[config.mk]
export PLATFORM = sky130hd
export DESIGN_NAME = alu_op_sequencer_flat
export DESIGN_NICKNAME = d
export VERILOG_FILES = /design/src/rtl/alu_pkg.sv /design/src/rtl/alu_op_sequencer_if.sv /design/src/rtl/alu_op_sequencer.sv /design/src/flat_wrapper.sv
export SDC_FILE = /design/constraint.sdc
export NUM_CORES = 1
export LEC_CHECK = 0
export BUFFER_PORTS_ARGS = -buffer_cell sky130_fd_sc_hd__buf_2
export CORE_ASPECT_RATIO = 0.7
export CORE_MARGIN = 3
export CORE_UTILIZATION = 33
export CTS_CLUSTER_DIAMETER = 80
export DETAILED_ROUTE_END_ITERATION = 6
export SYNTH_ARGS = -nofsm -noshare
export SYNTH_HDL_FRONTEND = slang
export SYNTH_SLANG_ARGS = --single-unit
[constraint.sdc]
create_clock -name clk -period 2.2 [get_ports clk]
set_input_delay 0 -clock clk [delete_from_list [all_inputs] [get_ports clk]]
set_output_delay 0 -clock clk [all_outputs]
set_load 0.005 [all_outputs]
[src/rtl/alu_pkg.sv]
// Shared types for the ALU operation sequencer: opcode and FSM state
// encodings plus a helper that decides whether an opcode is supported.
package alu_pkg;

  typedef enum logic [2:0] {
    OP_ADD = 3'b001,
    OP_AND = 3'b010,
    OP_OR  = 3'b011,
    OP_SUB = 3'b100
  } alu_op_e;

  typedef enum logic [2:0] {
    S_LD_A  = 3'd0,
    S_LD_B  = 3'd1,
    S_LD_OP = 3'd2,
    S_EXEC  = 3'd3,
    S_OUT   = 3'd4
  } seq_state_e;

  // Opcode value presented to the ALU after reset (decodes as invalid).
  localparam logic [2:0] OP_RESET = 3'b000;

  // Only the four defined opcodes are serviced by the ALU; all others
  // yield a zero result and must be flagged as errors.
  function automatic logic is_valid_op(input alu_op_e op);
    case (op)
      OP_ADD, OP_AND, OP_OR, OP_SUB: return 1'b1;
      default:                       return 1'b0;
    endcase
  endfunction

endpackage

[src/rtl/alu_op_sequencer_if.sv]
// Input word stream and result stream between a producer/consumer (master)
// and the ALU operation sequencer (slave).
interface alu_op_sequencer_if #(
  parameter int W = 8
);

  logic [W-1:0] in_data;
  logic         in_valid;
  logic         in_ready;
  logic [W-1:0] out_res;
  logic         out_cy;
  logic         out_err;
  logic         out_valid;
  logic         out_ready;

  modport master (
    output in_data,
    output in_valid,
    input  in_ready,
    input  out_res,
    input  out_cy,
    input  out_err,
    input  out_valid,
    output out_ready
  );

  modport slave (
    input  in_data,
    input  in_valid,
    output in_ready,
    output out_res,
    output out_cy,
    output out_err,
    output out_valid,
    input  out_ready
  );

endinterface

[src/rtl/alu_op_sequencer.sv]
// Sequential front end for an external combinational ALU. Operand A,
// operand B and the opcode arrive one word at a time; the sequencer holds
// them steady on the ALU inputs, captures the result with carry/borrow and
// error flags, and hands it out over a valid/ready stream.
module alu_op_sequencer
  import alu_pkg::*;
#(
  parameter int W     = 8,
  parameter int CNT_W = 8
) (
  input  logic             clk,
  input  logic             reset,
  alu_op_sequencer_if.slave bus,
  output logic [W-1:0]     alu_a,
  output logic [W-1:0]     alu_b,
  output logic [2:0]       alu_op,
  input  logic [W-1:0]     alu_res,
  output logic [CNT_W-1:0] op_count
);

  seq_state_e       r_state;
  seq_state_e       w_state_nxt;

  logic [W-1:0]     r_alu_a;
  logic [W-1:0]     r_alu_b;
  logic [2:0]       r_alu_op;
  logic [W-1:0]     r_out_res;
  logic             r_out_cy;
  logic             r_out_err;
  logic [CNT_W-1:0] r_op_count;

  logic             w_in_ready;
  logic             w_out_valid;
  logic             w_ld_a;
  logic             w_ld_b;
  logic             w_ld_op;
  logic             w_exec;
  logic             w_cnt_inc;
  logic             w_cy;
  logic             w_err;

  // Next-state and strobe decode; in_ready/out_valid depend on state only.
  always_comb begin
    w_state_nxt = r_state;
    w_in_ready  = 1'b0;
    w_out_valid = 1'b0;
    w_ld_a      = 1'b0;
    w_ld_b      = 1'b0;
    w_ld_op     = 1'b0;
    w_exec      = 1'b0;
    w_cnt_inc   = 1'b0;
    case (r_state)
      S_LD_A: begin
        w_in_ready = 1'b1;
        if (bus.in_valid) begin
          w_ld_a      = 1'b1;
          w_state_nxt = S_LD_B;
        end
      end
      S_LD_B: begin
        w_in_ready = 1'b1;
        if (bus.in_valid) begin
          w_ld_b      = 1'b1;
          w_state_nxt = S_LD_OP;
        end
      end
      S_LD_OP: begin
        w_in_ready = 1'b1;
        if (bus.in_valid) begin
          w_ld_op     = 1'b1;
          w_state_nxt = S_EXEC;
        end
      end
      S_EXEC: begin
        w_exec      = 1'b1;
        w_state_nxt = S_OUT;
      end
      S_OUT: begin
        w_out_valid = 1'b1;
        if (bus.out_ready) begin
          w_cnt_inc   = 1'b1;
          w_state_nxt = S_LD_A;
        end
      end
      default: w_state_nxt = S_LD_A;
    endcase
  end

  // State register; reset always returns to loading operand A.
  always_ff @(posedge clk) begin
    if (reset) begin
      r_state <= S_LD_A;
    end else begin
      r_state <= w_state_nxt;
    end
  end

  // Operand bank: loaded only on the matching handshake, otherwise held so
  // the ALU inputs stay stable through execute and output.
  always_ff @(posedge clk) begin
    if (reset) begin
      r_alu_a  <= '0;
      r_alu_b  <= '0;
      r_alu_op <= OP_RESET;
    end else begin
      if (w_ld_a) begin
        r_alu_a <= bus.in_data;
      end
      if (w_ld_b) begin
        r_alu_b <= bus.in_data;
      end
      if (w_ld_op) begin
        r_alu_op <= bus.in_data[2:0];
      end
    end
  end

  // Flag derivation from the settled ALU result and held operands. An ADD
  // carried out exactly when the wrapped sum is smaller than operand A; a
  // SUB borrowed when A < B as unsigned values.
  always_comb begin
    w_cy = 1'b0;
    case (alu_op_e'(r_alu_op))
      OP_ADD:  w_cy = (alu_res < r_alu_a);
      OP_SUB:  w_cy = (r_alu_a < r_alu_b);
      default: w_cy = 1'b0;
    endcase
    w_err = ~is_valid_op(alu_op_e'(r_alu_op));
  end

  // Result bank: captured once in the execute cycle, held through output.
  always_ff @(posedge clk) begin
    if (reset) begin
      r_out_res <= '0;
      r_out_cy  <= 1'b0;
      r_out_err <= 1'b0;
    end else if (w_exec) begin
      r_out_res <= alu_res;
      r_out_cy  <= w_cy;
      r_out_err <= w_err;
    end
  end

  // Completed-operation counter, stepped on each accepted result; wraps.
  always_ff @(posedge clk) begin
    if (reset) begin
      r_op_count <= '0;
    end else if (w_cnt_inc) begin
      r_op_count <= r_op_count + 1'b1;
    end
  end

  assign bus.in_ready  = w_in_ready;
  assign bus.out_valid = w_out_valid;
  assign bus.out_res   = r_out_res;
  assign bus.out_cy    = r_out_cy;
  assign bus.out_err   = r_out_err;

  assign alu_a    = r_alu_a;
  assign alu_b    = r_alu_b;
  assign alu_op   = r_alu_op;
  assign op_count = r_op_count;

endmodule

[src/flat_wrapper.sv]
// flat-port wrapper written by rule: the top's interface ports become plain ports
module alu_op_sequencer_flat import alu_pkg::*;
#(
  parameter int W     = 8,
  parameter int CNT_W = 8
)
  (clk, reset, alu_a, alu_b, alu_op, alu_res, op_count, bus_in_data, bus_in_valid, bus_in_ready, bus_out_res, bus_out_cy, bus_out_err, bus_out_valid, bus_out_ready);
  alu_op_sequencer_if #(.W(W)) bus_i ();
  input  logic clk;
  input  logic reset;
  output logic [W-1:0] alu_a;
  output logic [W-1:0] alu_b;
  output logic [2:0] alu_op;
  input  logic [W-1:0] alu_res;
  output logic [CNT_W-1:0] op_count;
  input wire logic [$bits(bus_i.in_data)-1:0] bus_in_data;
  input wire logic [$bits(bus_i.in_valid)-1:0] bus_in_valid;
  output wire logic [$bits(bus_i.in_ready)-1:0] bus_in_ready;
  output wire logic [$bits(bus_i.out_res)-1:0] bus_out_res;
  output wire logic [$bits(bus_i.out_cy)-1:0] bus_out_cy;
  output wire logic [$bits(bus_i.out_err)-1:0] bus_out_err;
  output wire logic [$bits(bus_i.out_valid)-1:0] bus_out_valid;
  input wire logic [$bits(bus_i.out_ready)-1:0] bus_out_ready;
  assign bus_i.in_data = bus_in_data;
  assign bus_i.in_valid = bus_in_valid;
  assign bus_in_ready = bus_i.in_ready;
  assign bus_out_res = bus_i.out_res;
  assign bus_out_cy = bus_i.out_cy;
  assign bus_out_err = bus_i.out_err;
  assign bus_out_valid = bus_i.out_valid;
  assign bus_i.out_ready = bus_out_ready;
  alu_op_sequencer #(.W(W), .CNT_W(CNT_W)) u_core (.clk(clk), .reset(reset), .bus(bus_i), .alu_a(alu_a), .alu_b(alu_b), .alu_op(alu_op), .alu_res(alu_res), .op_count(op_count));
endmodule
==> results of run 1 <==
[final cells by class]
cell class / count / area share [%]
multi-input cells: 154 / 38.9
clock inverters: 2 / 1.39
flip-flops and latches: 40 / 31.7
inverters: 18 / 2.68
well taps: 72 / 3.57
repair buffers: 77 / 18.8
clock buffers: 6 / 2.87
[worst max-delay path: stages, from the launching register on]
cell and delay [ns]:
dfxtp_1 0.54, nand2_1 0.11, nor2_1 0.35, nand4b_1 0.15, nor4_1 0.25, a311o_1 0.17
[kinds of logic (layout without fill, tap and decap cells)]
logic type | after synthesis | after routing
AND/OR/NAND/NOR | 87 | 87
flip-flops | 40 | 40
AO/OA/AOI/OAI | 30 | 30
buffers and inverters | 29 | 103
adder cells (fa/ha/maj) | 15 | 15
multiplexers | 14 | 14
XOR/XNOR | 8 | 8
[placed cells by master (no fill, tap or decap), types with 6 or more instances in the layout]
cell type      instances
buf_2                 58
dfxtp_1               40
nand2_1               36
nor2_1                25
inv_1                 18
a21oi_1               18
dlygate4sd3_1         17
ha_1                  15
mux2i_1               13
xor2_1                 6
[registers in the layout, indices dropped and copies added, names as in the netlist]
name                flops
u_core.alu_a            8
u_core.alu_op           3
u_core.bus.out_err      1
u_core.op_count         8
u_core.r_state          3
u_core.alu_b            8
u_core.bus.out_res      8
u_core.bus.out_cy       1
[report_power, final]
part           internal [mW]  switching [mW]
Combinational          0.110           0.111
Sequential             0.747          0.0292
Clock                  0.337           0.252
Total                   1.19           0.392
[metal layers]
layer,wire (um),track usage (%),vias to the layer above
met3,359,5.13,0
met4,0,2.34,0
met1,2720,22.7,739
met5,0,0,-
li1,-,-,889
met2,1700,19.2,53
[synth_stat cells]
| cell | count |
|---|---|
| dfxtp_1 | 40 |
| nand2_1 | 36 |
| nor2_1 | 25 |
| a21oi_1 | 18 |
| inv_1 | 18 |
| ha_1 | 15 |
| mux2i_1 | 13 |
| clkbuf_1 | 7 |
| xor2_1 | 6 |
| a211oi_1 | 5 |
| nand4_1 | 5 |
| nor3_1 | 4 |
| o21ai_0 | 4 |
| buf_2 | 3 |
| nand2b_1 | 3 |
| and3_1 | 2 |
| nor4_1 | 2 |
| xnor2_1 | 2 |
| a221oi_1 | 1 |
| a311o_1 | 1 |
| and4bb_1 | 1 |
| buf_4 | 1 |
| mux2_2 | 1 |
| nand3_1 | 1 |
| nand4b_1 | 1 |
| nor2_4 | 1 |
| nor2b_1 | 1 |
| nor3_2 | 1 |
| nor3b_1 | 1 |
| nor3b_2 | 1 |
| o211ai_1 | 1 |
| or2_0 | 1 |
| or3_1 | 1 |
[metrics by stage]
step	area (um2)	power (mW)	cells	util (%)
final	2520	1.59	369	46.8
after detailed placement	2250	0.994	344	41.7
after global routing	2520	1.67	369	46.8
after floorplan	1900	0.915	223	-
after CTS	2520	1.61	369	46.8
after global placement	2250	0.990	344	41.7
[worst max path at each step]
stage	to	slack, ns
floorplan	u_core.bus.out_cy	0.73
global placement	u_core.bus.out_cy	0.60
detailed placement	u_core.bus.out_cy	0.60
CTS	u_core.bus.out_cy	0.55
global route	u_core.bus.out_cy	0.37
finish	u_core.bus.out_cy	0.58
==> summary.md, run 1 <==
| Metric | Value |
|---|---|
| Worst slew margin | `62.5%` |
| WHS | `0.0319 ns` |
| Area of the multi-input gates | `983 um2` |
| Power density over the cells | `628 nW/um2` |
| Worst Path Required | `2.43 ns` |
| DIE AREA | `6720 um2` |
| Vias in the first global route | `1622` |
| Reg2reg start | `u_core.r_state[0]` |
| Multiplexer area fraction after synthesis | `7.44%` |
| Worst EP arrival | `1.85 ns` |
| Total negative slack | `0 ns` |
| Slew Viols, Final | `0` |
| Synth Area in Compound Gates | `9.15%` |
| Violation count after the first detailed-route iteration | `104` |
| Post-DR vias/cell | `4.56` |
| Layout cells sized above 1 | `23.9%` |
| Worst Tran Pin Value | `0.563 ns` |
| First-pass GRT wire length | `8.00 mm` |
| Post-synthesis cell count | `223` |
| Synth top area share | `42.1%` |
| Clock latency on the worst-skew pair | `0.28 ns` |
| Synth warn | `0` |
| Ant diodes | `0` |
| RSZ-0062 raised after global routing | `false` |
| Pre-Repair DR Iteration Count | `4` |
| Clock skew | `0.00406 ns` |
| Routability cong. | `0.763` |
| Clk slew on worst S/H paths | `0.08 ns` |
| Cts hold-fix bufs | `17` |
| Max frequency | `0.618 GHz` |
| Flip-flop and latch count after synthesis | `40` |
| Clock Tree Buf Depth | `2` |
| Num CTS Buffers | `5` |
| Worst Setup End Kind | `flip-flop` |
| Final worst slack | `0.581 ns` |
| Final WL | `4.78 mm` |
| Hold WC Path Type | `in2reg` |
| Port bufs | `58` |
| RR Endpoint | `u_core.bus.out_cy` |
| R2R setup slack | `0.58 ns` |
| CP Launch Type | `flip-flop` |
| Simple-gate share of the synthesized area | `21.6%` |
| Worst reg2reg path depth | `5` |
| Area Overhead vs Synth | `32.9%` |
| Final worst path period share | `73.6%` |
| Root buffer cell | `clkbuf_8` |
| FP Rows | `22` |
| Seq/Total Area, Yosys | `42.1%` |
| Area leader, netlist | `dfxtp_1` |
| DR vias | `1681` |
| Post-Syn Nets | `258` |
| DP Wirelength | `3.64 mm` |
| Main combinational cell family by area after synthesis | `simple AND/OR/NAND/NOR gates` |
| Clock period minus worst slack | `1.62 ns` |
| Avg Inst Size Synth | `8.52 um2` |
| Largest net degree at the start of global routing | `24` |
| HP Start | `bus_in_valid` |
| CTS tree | `yes` |
| Total gr overflow | `0` |
| # nets final | `331` |
| Hold Vio Cnt, Final | `0` |
| Hold Path Cell Cnt | `3` |
| Min-Delay Endpoint | `u_core.r_state[0]` |
| Reg area | `801 um2` |
| Ranking of synthesized cells by area | `dfxtp_1, ha_1, nand2_1` |
| Post-Syn Area | `1900 um2` |
| Fillers | `557` |
| Post-CTS sizing | `0` |
| CP Class | `reg2reg` |
| # Post-CTS Setup Buffers | `0` |
| Core ar. | `5400 um2` |
| Die Ht | `69.5 um` |
| Die W | `96.7 um` |
| CP Max Fanout | `10` |
| Final setup viols | `0` |
| Initial antenna violation count | `0` |
| Post-Synth Adder-Cell Area | `9.87%` |
| Netlist cell types | `33` |
| # clock sinks | `40` |
| Outcome | `finished clean` |
| Ports | `59` |
| Critical path startpoint | `u_core.r_state[0]` |
| Tot GR Track Use | `14.6%` |
| Wire length per cell | `13.0 um` |
| Post-synthesis xor/xnor area fraction | `3.69%` |
| H-tree levels | `2` |
| DR DRC count | `0` |
| MaxCap Viol Count | `0` |
| Post-route ant nets | `0` |
| Max VDD drop | `0.000291 V` |
| P_leak | `1.10 nW` |
| Placement Setup Slack | `0.595 ns` |
| Initial Util | `35.2%` |
Power figures use the tool's default switching activity.
==> run 2, diff against run 1 <==
- clock period: 2.2 -> 1.3 ns (I/O delays scaled with it)
==> run 2 against run 1 <==
Net effect: via count is 9.6% higher; non-clock buffer count is 32 higher; the flow now finishes with violations (negative setup slack); critical path depth is 1 higher; clock power is 51% higher; flip-flop and latch count stayed put; largest power group unchanged; sequential power is 69% higher; sequential share of layout area is 3.8 points lower; global-route usage is 2.6 points higher.
==> summary.md, run 2 (synthesis gave the netlist of run 1 again) <==
| Metric | Value |
|---|---|
| Outcome | `finished with violations` |
| Failing checks | `negative setup slack` |
| Top delay family on crit path | `compound AO/OA/AOI/OAI gates` |
| MaxCap Viol Count | `0 (unchanged)` |
| Routability cong. | `0.819 (+7.4%)` |
| P_leak | `1.30 nW (+18%)` |
| Ports | `59 (unchanged)` |
| # clock sinks | `40 (unchanged)` |
| CTS tree | `yes` |
| FP Rows | `22 (unchanged)` |
| Max frequency | `0.679 GHz (+10%)` |
| Final setup viols | `2 (+2)` |
| Comb pwr share | `20.4% (+6.5 points)` |
| Clock period minus worst slack | `1.47 ns (-0.147 ns)` |
| Total negative slack | `-0.211 ns (-0.211 ns)` |
| Port bufs | `58 (unchanged)` |
| # nets final | `363 (+9.7%)` |
| Clk pwr share | `32.2% (-4.9 points)` |
| H-tree levels | `2 (unchanged)` |
| WP depth | `6 (+1)` |
| DR DRC count | `0 (unchanged)` |
| Placed insts | `373 (+8.4%)` |
| Final worst slack | `-0.172 ns (-0.753 ns)` |
| Slew Viols, Final | `0 (unchanged)` |
| Wire length per cell | `14.1 um (+8.5%)` |
| CP Max Fanout | `4 (-6)` |
| Layout cells sized above 1 | `47.0% (+23 points)` |
| Final total power | `2.77 mW (+75%)` |
| RSZ-0062 raised after global routing | `true` |
| Worst Tran Pin Value | `0.310 ns (-0.252 ns)` |
| Sw frac | `26.3% (+1.5 points)` |
| Flop pwr share | `47.4% (-1.6 points)` |
| Clk slew on worst S/H paths | `0.07 ns (about the same)` |
| Num CTS Buffers | `5 (unchanged)` |
| Power density over the cells | `925 nW/um2 (+47%)` |
| CP Class | `reg2reg` |
| Max VDD drop | `0.000469 V (+61%)` |
| Post-route non-filler standard cell count | `400 (+8.4%)` |
| Root buffer cell | `clkbuf_8` |
| Worst slew margin | `79.3% (+17 points)` |
| Slowest cell on crit path | `dfxtp_4` |
| Post-route ant nets | `0 (unchanged)` |
| Hold WC Path Type | `in2reg` |
| Clock latency on the worst-skew pair | `0.29 ns (about the same)` |
| Bufs and invs on worst path | `1 (+1)` |
| CP max stage delay | `0.40 ns (-0.14 ns)` |
| Area Overhead vs Synth | `57.5%` |
| Commonest non-fill, non-tap cell in the layout | `buf_2` |
| Final worst path period share | `113% (+40 points)` |
| Placement Setup Slack | `-0.201 ns (-0.796 ns)` |
| DP Wirelength | `4.00 mm (+9.8%)` |
| Largest net degree at the start of global routing | `29 (+21%)` |
| Clock skew | `0.00232 ns (-0.00174 ns)` |
| Ant diodes | `0 (unchanged)` |
| Final WL | `5.62 mm (+18%)` |
| Initial antenna violation count | `0 (unchanged)` |
| Internal Power | `2.04 mW (+71%)` |
| Die W | `96.7 um (unchanged)` |
| Post-DR vias/cell | `4.61 (+1.1%)` |
| Worst EP arrival | `1.65 ns (-0.20 ns)` |
| Sw Pwr | `0.728 mW (+85%)` |
| DR vias | `1843 (+9.6%)` |
| CP Launch Type | `flip-flop` |
| Core ar. | `5400 um2 (unchanged)` |
| Crit-path cells | `inv_4, ha_4, o211ai_1, a211oi_2, nor3_1, a311o_1` |
| Total gr overflow | `0 (unchanged)` |
| Tot GR Track Use | `17.2% (+2.6 points)` |
| Worst Setup End Kind | `flip-flop` |
| Hold Path Cell Cnt | `3 (unchanged)` |
| Die Ht | `69.5 um (unchanged)` |
| Commonest cells after routing, fill and taps aside | `buf_2, nand2_1, buf_4, nor2_1, dfxtp_1` |
| Initial Util | `35.2% (unchanged)` |
| Pre-Repair DR Iteration Count | `4 (unchanged)` |
| Clock Tree Buf Depth | `2 (unchanged)` |
| Worst reg2reg path depth | `6 (+1)` |
| Vias in the first global route | `1829 (+13%)` |
| DIE AREA | `6720 um2 (unchanged)` |
| Violation count after the first detailed-route iteration | `87 (-16%)` |
| First-pass GRT wire length | `9.25 mm (+16%)` |
| Hold Vio Cnt, Final | `0 (unchanged)` |
| Worst Path Required | `1.48 ns (-0.95 ns)` |
[run 2: power by group through the flow]
stage          registers [mW]  clock network [mW]  logic (mW)
2_1_floorplan            1.33                   0       0.230
6_report                 1.31               0.891       0.565
3_5_place_dp             1.33                   0       0.437
5_1_grt                  1.32               0.966       0.626
3_3_place_gp             1.33                   0       0.432
4_1_cts                  1.31               0.911       0.538
[run 2: layout make-up]
cell class | instances | area [um2]
well taps | 72 | 90.1
flip-flops and latches | 40 | 837
fillers | 515 | 2400
repair buffers | 109 | 737
inverters | 18 | 70.1
clock buffers | 7 | 96.3
multi-input cells | 154 | 1160
[run 2: tightest hold or removal path: stages]
cell	delay (ns)
buf_2	0.09
nand2b_1	0.10
a21oi_1	0.06
[run 2: per-stage QoR]
stage | instance area (um2) | utilization (%) | hold slack [ns]
floorplan | 1940 | - | 0.128
global placement | 2500 | 46.4 | 0.248
detailed placement | 2500 | 46.4 | 0.249
CTS | 2930 | 54.2 | 0.0164
global route | 2990 | 55.5 | 0.0136
finish | 2990 | 55.5 | 0.00755
[run 2: path summary, 6_finish.rpt]
path,start,slack [ns],to
worst max-delay path,u_core.alu_a[2],-0.17,u_core.bus.out_cy
worst max register to register,u_core.alu_a[2],-0.17,u_core.bus.out_cy
worst min register to register,u_core.bus.out_res[5],0.45,u_core.bus.out_res[5]
worst min-delay path,bus_out_ready,0.008,u_core.r_state[2]
[run 2: what timing repair did]
action                                  in CTS  in global routing
buffers inserted                             1                  3
hold buffers                                16                  0
pin swaps                                   13                  6
endpoints found under the hold margin       27                  0
endpoints found under the setup margin      18                 19
gates cloned                                 0                  0
resized for setup                           36                 11
[run 2: per-layer routing]
metal / GRT usage (%) / vias to the layer above / wire, um
li1: - / 962 / -
met1: 23.4 / 817 / 2820
met2: 26.9 / 56 / 2380
met3: 5.03 / 8 / 368
met4: 3.74 / 0 / 50
met5: 0 / - / 0
==> run 3, diff against run 2 <==
==> constraint.sdc (replaced) <==
create_clock -name clk -period 1.3 [get_ports clk]
set_input_delay 0.26 -clock clk [delete_from_list [all_inputs] [get_ports clk]]
set_output_delay 0.26 -clock clk [all_outputs]
set_load 0.005 [all_outputs]
==> run 3 against run 2 <==
Net effect: combinational power down 9.4%; highest routed layer unchanged; critical path depth down 1; fmax up 1.3%; clock skew up 0.0024 ns; die area unchanged; largest power group unchanged; largest cell class unchanged; register-to-register slack better by 0.02 ns; setup slack better by 0.018 ns; first-iteration DRC count unchanged; clock power down 16%; sequential power about the same; the run still ends with negative setup slack left; design area down 6.4%.
==> summary.md, run 3 (synthesis gave the netlist of run 1 again) <==
| Metric | Value |
|---|---|
| Port bufs | `58 (unchanged)` |
| Clk slew on worst S/H paths | `0.07 ns (about the same)` |
| WHS | `0.210 ns (+0.202 ns)` |
| RR Endpoint | `u_core.bus.out_cy` |
| Largest net degree at the start of global routing | `34 (+17%)` |
| Critical path endpoint | `u_core.bus.out_cy` |
| Final total power | `2.57 mW (-7.0%)` |
| Hold WC Path Type | `in2reg` |
| Num CTS Buffers | `5 (unchanged)` |
| FP Rows | `22 (unchanged)` |
| Max frequency | `0.688 GHz (+1.3%)` |
| Failing checks | `negative setup slack` |
| Placement Setup Slack | `-0.223 ns (-0.0215 ns)` |
| Commonest cells after routing, fill and taps aside | `buf_2, nand2_1, buf_4, nor2_1, dfxtp_1` |
| Top delay family on crit path | `compound AO/OA/AOI/OAI gates` |
| RSZ-0062 raised after global routing | `true` |
| Post-route ant nets | `0 (unchanged)` |
| Worst Path Required | `1.48 ns (about the same)` |
| Initial Util | `35.2% (unchanged)` |
| Tot GR Track Use | `16.5% (-0.71 points)` |
| Post-route non-filler standard cell count | `386 (-3.5%)` |
| Hold Vio Cnt, Final | `0 (unchanged)` |
| Max VDD drop | `0.000364 V (-22%)` |
| R2R setup slack | `-0.15 ns (+0.02 ns)` |
| Routability cong. | `0.850 (+3.7%)` |
| Vias in the first global route | `1795 (-1.9%)` |
| Post-DR vias/cell | `4.70 (+1.9%)` |
| Final setup viols | `4 (+2)` |
| CP Launch Type | `flip-flop` |
| H-tree levels | `2 (unchanged)` |
| Slew Viols, Final | `0 (unchanged)` |
| Clock latency on the worst-skew pair | `0.29 ns (about the same)` |
| Area Overhead vs Synth | `47.4%` |
| Violation count after the first detailed-route iteration | `87 (unchanged)` |
| Slowest cell on crit path | `dfxtp_4` |
| Final worst slack | `-0.154 ns (+0.0183 ns)` |
| DP Wirelength | `3.89 mm (-2.7%)` |
| Final WL | `5.26 mm (-6.4%)` |
| CTS tree | `yes` |
| Total gr overflow | `0 (unchanged)` |
| CP Max Fanout | `3 (-1)` |
| WP depth | `5 (-1)` |
| Placed insts | `373 (unchanged)` |
| Total negative slack | `-0.289 ns (-0.0783 ns)` |
| Worst slew margin | `76.8% (-2.5 points)` |
| Power density over the cells | `919 nW/um2 (-0.65%)` |
| First-pass GRT wire length | `8.89 mm (-3.9%)` |
| DR vias | `1813 (-1.6%)` |
| Ports | `59 (unchanged)` |
| Reg area | `827 um2 (-1.2%)` |
| # nets final | `351 (-3.3%)` |
| DR DRC count | `0 (unchanged)` |
| Pre-Repair DR Iteration Count | `4 (unchanged)` |
| Crit-path cells | `ha_4, o21ai_2, a221oi_2, nor4_1, a311o_1` |
| Worst Setup End Kind | `flip-flop` |
| Area of the multi-input gates | `1130 um2 (-3.2%)` |
| Wire length per cell | `13.6 um (-3.0%)` |
| Die W | `96.7 um (unchanged)` |
| Core ar. | `5400 um2 (unchanged)` |
| P_leak | `1.24 nW (-4.5%)` |
| Clock Tree Buf Depth | `2 (unchanged)` |
| Die Ht | `69.5 um (unchanged)` |
| Outcome | `finished with violations` |
| Clock skew | `0.00472 ns (+0.00241 ns)` |
| Worst reg2reg path depth | `5 (-1)` |
| Ant diodes | `0 (unchanged)` |
| CP max stage delay | `0.37 ns (-0.03 ns)` |
| Critical path startpoint | `u_core.alu_a[2]` |
| MaxCap Viol Count | `0 (unchanged)` |
| Bufs and invs on worst path | `0 (-1)` |
| CP Class | `reg2reg` |
| Initial antenna violation count | `0 (unchanged)` |
| Worst Tran Pin Value | `0.349 ns (+0.0382 ns)` |
| # clock sinks | `40 (unchanged)` |
| Worst EP arrival | `1.64 ns (about the same)` |
| Clock period minus worst slack | `1.45 ns (-0.0183 ns)` |
| Reg2reg start | `u_core.alu_a[2]` |
| Root buffer cell | `clkbuf_8` |
| Layout cells sized above 1 | `46.8% (-0.14 points)` |
| Commonest non-fill, non-tap cell in the layout | `buf_2` |
| DIE AREA | `6720 um2 (unchanged)` |
| Fillers | `527 (+2.3%)` |
| Final worst path period share | `112% (-1.4 points)` |
[run 3: layer usage]
layer	up-vias	share of wire (%)	track usage [%]
met4	0	1.8	6.54
met5	-	0	0
met3	8	7.1	4.82
met2	56	40	22.7
met1	821	51	23.8
li1	928	-	-
[run 3: power breakdown]
group / internal [mW] / switching (mW)
clock network: 0.346 / 0.403
logic: 0.266 / 0.247
registers: 1.27 / 0.0423
[run 3: worst min path at each step]
stage	from	to	cells past startpoint
5_1_grt	bus_in_data[4]	u_core.alu_a[4]	3
6_report	bus_in_data[7]	u_core.alu_a[7]	3
3_3_place_gp	u_core.bus.out_res[3]	u_core.bus.out_res[3]	2
4_1_cts	bus_in_data[7]	u_core.alu_a[7]	3
3_5_place_dp	u_core.bus.out_res[3]	u_core.bus.out_res[3]	2
2_1_floorplan	bus_in_data[1]	u_core.alu_a[1]	2
[run 3: timing repair]
action	CTS	global route
hold buffers	0	0
endpoints found under the setup margin	25	18
buffers inserted	7	1
resized for setup	27	11
pin swaps	13	3
[run 3: stage by stage]
stage	instance area, um2	util, %
floorplan	1940	-
global placement	2500	46.4
detailed placement	2500	46.4
CTS	2750	51.0
global route	2800	51.9
finish	2800	51.9
[run 3: worst reg2reg max path, cell delays in order, from the launching register on]
cell and delay, ns:
dfxtp_4 0.37, ha_4 0.26, o21ai_2 0.06, a221oi_2 0.26, nor4_1 0.09, a311o_1 0.32
[run 3: area by class of cell]
class | count | share of cell area [%]
Multi-Input combinational cell | 154 | 40.2
Inverter | 18 | 2.41
Sequential cell | 40 | 29.5
Timing Repair Buffer | 97 | 22.2
Tap cell | 72 | 3.22
Clock buffer | 5 | 2.46
